===== src/rtl/gray_to_bin_decoder_pkg.sv =====
// Shared widths, step-class encoding and the Gray-to-binary decode function
// for the Gray decoder and its step checker.
package gray_to_bin_decoder_pkg;

  localparam int W_DEFAULT  = 4;
  localparam int CW_DEFAULT = 8;
  localparam int GRAY_MAX_W = 32;

  typedef enum logic [2:0] {
    STEP_FIRST = 3'd0,
    STEP_HOLD  = 3'd1,
    STEP_UP    = 3'd2,
    STEP_DOWN  = 3'd3,
    STEP_ERR   = 3'd4
  } step_class_e;

  // Narrower codes are zero-extended by the caller; leading zeros decode to zeros.
  function automatic logic [GRAY_MAX_W-1:0] gray_to_bin(input logic [GRAY_MAX_W-1:0] g);
    logic [GRAY_MAX_W-1:0] b;
    b = g;
    for (int i = GRAY_MAX_W - 2; i >= 0; i--) begin
      b[i] = b[i+1] ^ g[i];
    end
    return b;
  endfunction

endpackage


===== src/rtl/gray_to_bin_decoder_step_checker.sv =====
// Sequence checker: classifies each accepted value against the previous one
// (+1 / -1 modulo 2^W) and keeps a saturating violation count.
module gray_step_checker
  import gray_to_bin_decoder_pkg::*;
#(
  parameter int W  = W_DEFAULT,
  parameter int CW = CW_DEFAULT
) (
  input  logic          clk,
  input  logic          rst,
  input  logic          accept,
  input  logic [W-1:0]  bin,
  output logic          step_dir,
  output logic          step_err,
  output logic [CW-1:0] err_cnt
);

  logic [W-1:0]  prev_bin_q, prev_bin_d;
  logic          have_prev_q, have_prev_d;
  logic          step_dir_q, step_dir_d;
  logic          step_err_q, step_err_d;
  logic [CW-1:0] err_cnt_q, err_cnt_d;
  logic [W-1:0]  diff_s;
  step_class_e   step_class_s;

  // Classify the incoming value by its modular distance from the previous one.
  always_comb begin
    diff_s = bin - prev_bin_q;
    if (!have_prev_q) begin
      step_class_s = STEP_FIRST;
    end else if (diff_s == {W{1'b0}}) begin
      step_class_s = STEP_HOLD;
    end else if (diff_s == {{(W-1){1'b0}}, 1'b1}) begin
      step_class_s = STEP_UP;
    end else if (diff_s == {W{1'b1}}) begin
      step_class_s = STEP_DOWN;
    end else begin
      step_class_s = STEP_ERR;
    end
  end

  // Next-state for history, step flags and counter; everything moves only on accept.
  always_comb begin
    prev_bin_d  = prev_bin_q;
    have_prev_d = have_prev_q;
    step_dir_d  = step_dir_q;
    step_err_d  = step_err_q;
    err_cnt_d   = err_cnt_q;
    if (accept) begin
      prev_bin_d  = bin;
      have_prev_d = 1'b1;
      step_err_d  = 1'b0;
      case (step_class_s)
        STEP_FIRST: step_dir_d = 1'b0;
        STEP_HOLD:  step_dir_d = step_dir_q;
        STEP_UP:    step_dir_d = 1'b1;
        STEP_DOWN:  step_dir_d = 1'b0;
        STEP_ERR: begin
          step_dir_d = 1'b0;
          step_err_d = 1'b1;
          if (err_cnt_q != {CW{1'b1}}) begin
            err_cnt_d = err_cnt_q + {{(CW-1){1'b0}}, 1'b1};
          end else begin
            err_cnt_d = err_cnt_q;
          end
        end
        default: begin
          step_dir_d = 1'b0;
          step_err_d = 1'b0;
        end
      endcase
    end else begin
      prev_bin_d = prev_bin_q;
    end
  end

  // Checker state registers.
  always_ff @(posedge clk) begin
    if (rst) begin
      prev_bin_q  <= {W{1'b0}};
      have_prev_q <= 1'b0;
      step_dir_q  <= 1'b0;
      step_err_q  <= 1'b0;
      err_cnt_q   <= {CW{1'b0}};
    end else begin
      prev_bin_q  <= prev_bin_d;
      have_prev_q <= have_prev_d;
      step_dir_q  <= step_dir_d;
      step_err_q  <= step_err_d;
      err_cnt_q   <= err_cnt_d;
    end
  end

  assign step_dir = step_dir_q;
  assign step_err = step_err_q;
  assign err_cnt  = err_cnt_q;

endmodule


===== src/rtl/gray_to_bin_decoder.sv =====
// Streaming Gray-to-binary decoder with a one-entry valid/ready output register.
// Define GRAY_STEP_CHECK_EN to build the adjacency checker; otherwise step outputs are 0.
module gray_to_bin_decoder
  import gray_to_bin_decoder_pkg::*;
#(
  parameter int W  = W_DEFAULT,
  parameter int CW = CW_DEFAULT
) (
  input  logic          clk,
  input  logic          rst,
  input  logic          in_valid,
  input  logic [W-1:0]  in_gray,
  output logic          in_ready,
  output logic          out_valid,
  input  logic          out_ready,
  output logic [W-1:0]  out_bin,
  output logic          step_dir,
  output logic          step_err,
  output logic [CW-1:0] err_cnt
);

  logic         out_valid_q, out_valid_d;
  logic [W-1:0] out_bin_q, out_bin_d;
  logic         in_ready_s;
  logic         accept_s;
  logic [W-1:0] bin_s;

  // Decode and output-register next state; a drain and an accept may share a cycle.
  always_comb begin
    bin_s       = W'(gray_to_bin(GRAY_MAX_W'(in_gray)));
    in_ready_s  = !out_valid_q || out_ready;
    accept_s    = in_valid && in_ready_s;
    out_valid_d = out_valid_q;
    out_bin_d   = out_bin_q;
    if (accept_s) begin
      out_valid_d = 1'b1;
      out_bin_d   = bin_s;
    end else if (out_ready) begin
      out_valid_d = 1'b0;
    end else begin
      out_valid_d = out_valid_q;
    end
  end

  // Output register.
  always_ff @(posedge clk) begin
    if (rst) begin
      out_valid_q <= 1'b0;
      out_bin_q   <= {W{1'b0}};
    end else begin
      out_valid_q <= out_valid_d;
      out_bin_q   <= out_bin_d;
    end
  end

  assign in_ready  = in_ready_s;
  assign out_valid = out_valid_q;
  assign out_bin   = out_bin_q;

`ifdef GRAY_STEP_CHECK_EN
  gray_step_checker #(
    .W  (W),
    .CW (CW)
  ) u_step_checker (
    .clk      (clk),
    .rst      (rst),
    .accept   (accept_s),
    .bin      (bin_s),
    .step_dir (step_dir),
    .step_err (step_err),
    .err_cnt  (err_cnt)
  );
`else
  assign step_dir = 1'b0;
  assign step_err = 1'b0;
  assign err_cnt  = {CW{1'b0}};
`endif

endmodule


===== config.mk =====
export PLATFORM = sky130hd
export DESIGN_NAME = gray_to_bin_decoder
export DESIGN_NICKNAME = d
export VERILOG_FILES = /design/src/rtl/gray_to_bin_decoder_pkg.sv /design/src/rtl/gray_to_bin_decoder_step_checker.sv /design/src/rtl/gray_to_bin_decoder.sv
export SDC_FILE = /design/constraint.sdc
export NUM_CORES = 1
export LEC_CHECK = 0
export ABC_AREA = 1
export CAP_MARGIN = 10
export CORE_AREA = 2 2 39 41
export DETAILED_ROUTE_END_ITERATION = 10
export DIE_AREA = 0 0 41 43
export GPL_TIMING_DRIVEN = 0
export PLACE_DENSITY = 0.62
export SYNTH_ARGS = -nofsm -noshare
export SYNTH_HDL_FRONTEND = slang
export SYNTH_SLANG_ARGS = --single-unit
export TNS_END_PERCENT = 1

===== constraint.sdc =====
create_clock -name clk -period 2.4 [get_ports clk]
set_input_delay 0.48 -clock clk [delete_from_list [all_inputs] [get_ports clk]]
set_output_delay 0.48 -clock clk [all_outputs]
set_load 0.01 [all_outputs]

==> flow_summary.json <==
{
  "synth_largest_area_cell": "dfxtp_1",
  "ys.flop_type": "dfxtp_1",
  "synthXorXnorAreaFrac_pct": 0,
  "clock_latency_ns": 0.24,
  "cts_hold_buf": 0,
  "grt_pass1_vias": 222,
  "async_reset_ff_share_pct": 0,
  "combPwrFrac_pct": 27.6,
  "start_util_pct": 23.87,
  "yosys.area_share.adder_pct": 0,
  "synth_area_leaders": "dfxtp_1 30%, buf_4 23%, inv_1 9.1%",
  "endpoint_kind": "primary output",
  "required_ns": 1.92,
  "seq_power_share_pct": 34.9,
  "status": "completed",
  "finalWorstSetupSlack_ns": 0.3080,
  "post_cts_buffers": 0,
  "crit_fanout": 2,
  "synthCells": 47,
  "synth_top_area_share_pct": 30.30,
  "post-route-util_pct": 39.06,
  "max_cap_viol_count": 0,
  "finalMaxSlewViolations": 0,
  "via_per_inst": 3.494,
  "hp-class": "flop to flop",
  "grt_pass1_wl_um": 897,
  "startpoint_type": "primary input",
  "ys_seq_elements": 5,
  "yosys.area_share.simple_pct": 20.45,
  "grt_overflow_total": 0,
  "cts-root-buf": "clkbuf_4",
  "grt_usage_pct": 7.739,
  "num_vias": 311,
  "die_x_um": 41,
  "min_period_ns": 2.092,
  "place_ws_ns": 0.3057,
  "rsz0062_at_grt": "false",
  "peakVddDrop_v": 0.0001917,
  "diodes": 0,
  "io_pins": 24,
  "syn_to_final_growth_pct": 63.64,
  "yosys_warnings": 0,
  "portBuffers": 13,
  "ys_seq_area_share_pct": 30.30,
  "power.share.clock_pct": 37.6,
  "antenna_left": 0,
  "drive_gt1_share_pct": 21.92,
  "place.gp.congestion": 0.7427,
  "crit_arrival_ns": 1.61,
  "timing.final.crit_share_pct": 87.17,
  "antenna_found_initial": 0,
  "die_y_um": 43,
  "wl_per_cell_um": 6.730,
  "yosysUniqueCellTypes": 14,
  "dr.pass1.iters": 4,
  "hold_viol": 0,
  "skew_ns": 0.003181,
  "synthMuxAreaShare_pct": 0,
  "grt_max_degree": 9,
  "synth_top_family_by_area": "buffers and inverters",
  "timing.fmax_ghz": 0.4780,
  "first_iter_violations": 6,
  "cts_resized": 0,
  "synth_edf_count": 0,
  "detailed_place_hpwl_um": 491.2,
  "cts.sinks": 5,
  "sw_frac_of_total_pct": 27.52,
  "tns_ns": 0,
  "p_leak_nw": 0.2912,
  "p_sw_uw": 73.79,
  "htree_levels": 1,
  "dieArea_um2": 1763,
  "synth_compound_area_share_pct": 15.15,
  "drc": 0,
  "clock_path_buffers": 2,
  "cts_buffers": 3,
  "clkSlewWorstSetupHoldPaths_ns": 0.05,
  "critPathKind": "primary input to primary output",
  "setup_viol_count_final": 0,
  "netlist_area_um2": 330.3,
  "internal-power_uw": 194.3,
  "syn_area_per_cell_um2": 7.028,
  "nNetsFinal": 82,
  "row_count": 14,
  "cts_tree": "yes",
  "totalWireLength_um": 599,
  "synth.most_common_cell": "buf_4",
  "p_per_area_nw_per_um2": 496.1,
  "synth_common_cells": "10 x buf_4, 8 x inv_1, 8 x nand2_1",
  "coreArea_um2": 1384
}
## final timing paths
check                     startpoint                       to  slack, ns  cells after the start
max reg2reg   out_valid$_SDFFE_PP0P_  out_bin[1]$_SDFFE_PP0P_       1.46                      4
min reg2reg  out_bin[1]$_SDFFE_PP0P_  out_bin[1]$_SDFFE_PP0P_       0.50                      2
min          out_bin[1]$_SDFFE_PP0P_  out_bin[1]$_SDFFE_PP0P_       0.50                      2
max                        out_ready                 in_ready       0.31                      4
## area by class of cell
type,instances,area (µm²)
plain buffers,10,75.07
clock buffers,4,26.28
fillers,156,843.3
inverters,9,33.78
multi-input cells,32,155.1
flip-flops and latches,5,100.1
well taps,16,20.02
repair buffers,13,130.1
## power by group through the flow
stage	sequential (mW)	combinational, mW	clock (mW)
after floorplan	0.0984	0.0401	0
after global placement	0.0952	0.0731	0
after detailed placement	0.0953	0.0738	0
after CTS	0.0937	0.0743	0.103
after global routing	0.0942	0.0826	0.108
final	0.0935	0.0739	0.101
## layout by cell type, fill, tap and decap left out, drive strengths merged
master and count:
clkdlybuf4s50 13, buf 10, conb 10, inv 9, nand2 8, dfxtp 5, nand3 5, clkbuf 4
a21oi 3, o21ai 2, nor2 2, o211ai 1, a31oi 1
## logic make-up after synthesis
logic type      count (synthesis)
other cells                     1
simple gates                   15
flops                           5
compound gates                  7
buf+inv                        19
## per-layer routing
metal / vias up / wire length, µm / share of wire [%] / track usage [%]
li1: 179 / - / - / -
met1: 115 / 264 / 44 / 10.00
met2: 15 / 248 / 41 / 9.375
met3: 2 / 74 / 12 / 3.665
met4: 0 / 10 / 1.7 / 6.000
met5: - / 0 / 0 / 0
## flip-flops by register name, indices dropped and copies added, names as in the netlist
signal and flops:
out_bin 4, out_valid 1
## worst max-delay path: stages
cell and delay (ns):
clkdlybuf4s50_1 0.45, inv_1 0.07, nand2_1 0.08, clkdlybuf4s50_1 0.53
## through the flow
step	total power [mW]	hold slack, ns	std cells	cell area [µm²]
2_1_floorplan	0.1385	0.5327	56	364.1
3_3_place_gp	0.1683	0.4870	85	514.2
3_5_place_dp	0.1690	0.4868	85	514.2
4_1_cts	0.2708	0.5113	89	540.5
5_1_grt	0.2846	0.5309	89	540.5
6_report	0.2681	0.5024	89	540.5
No activity file was read; power rests on OpenSTA's default activity.
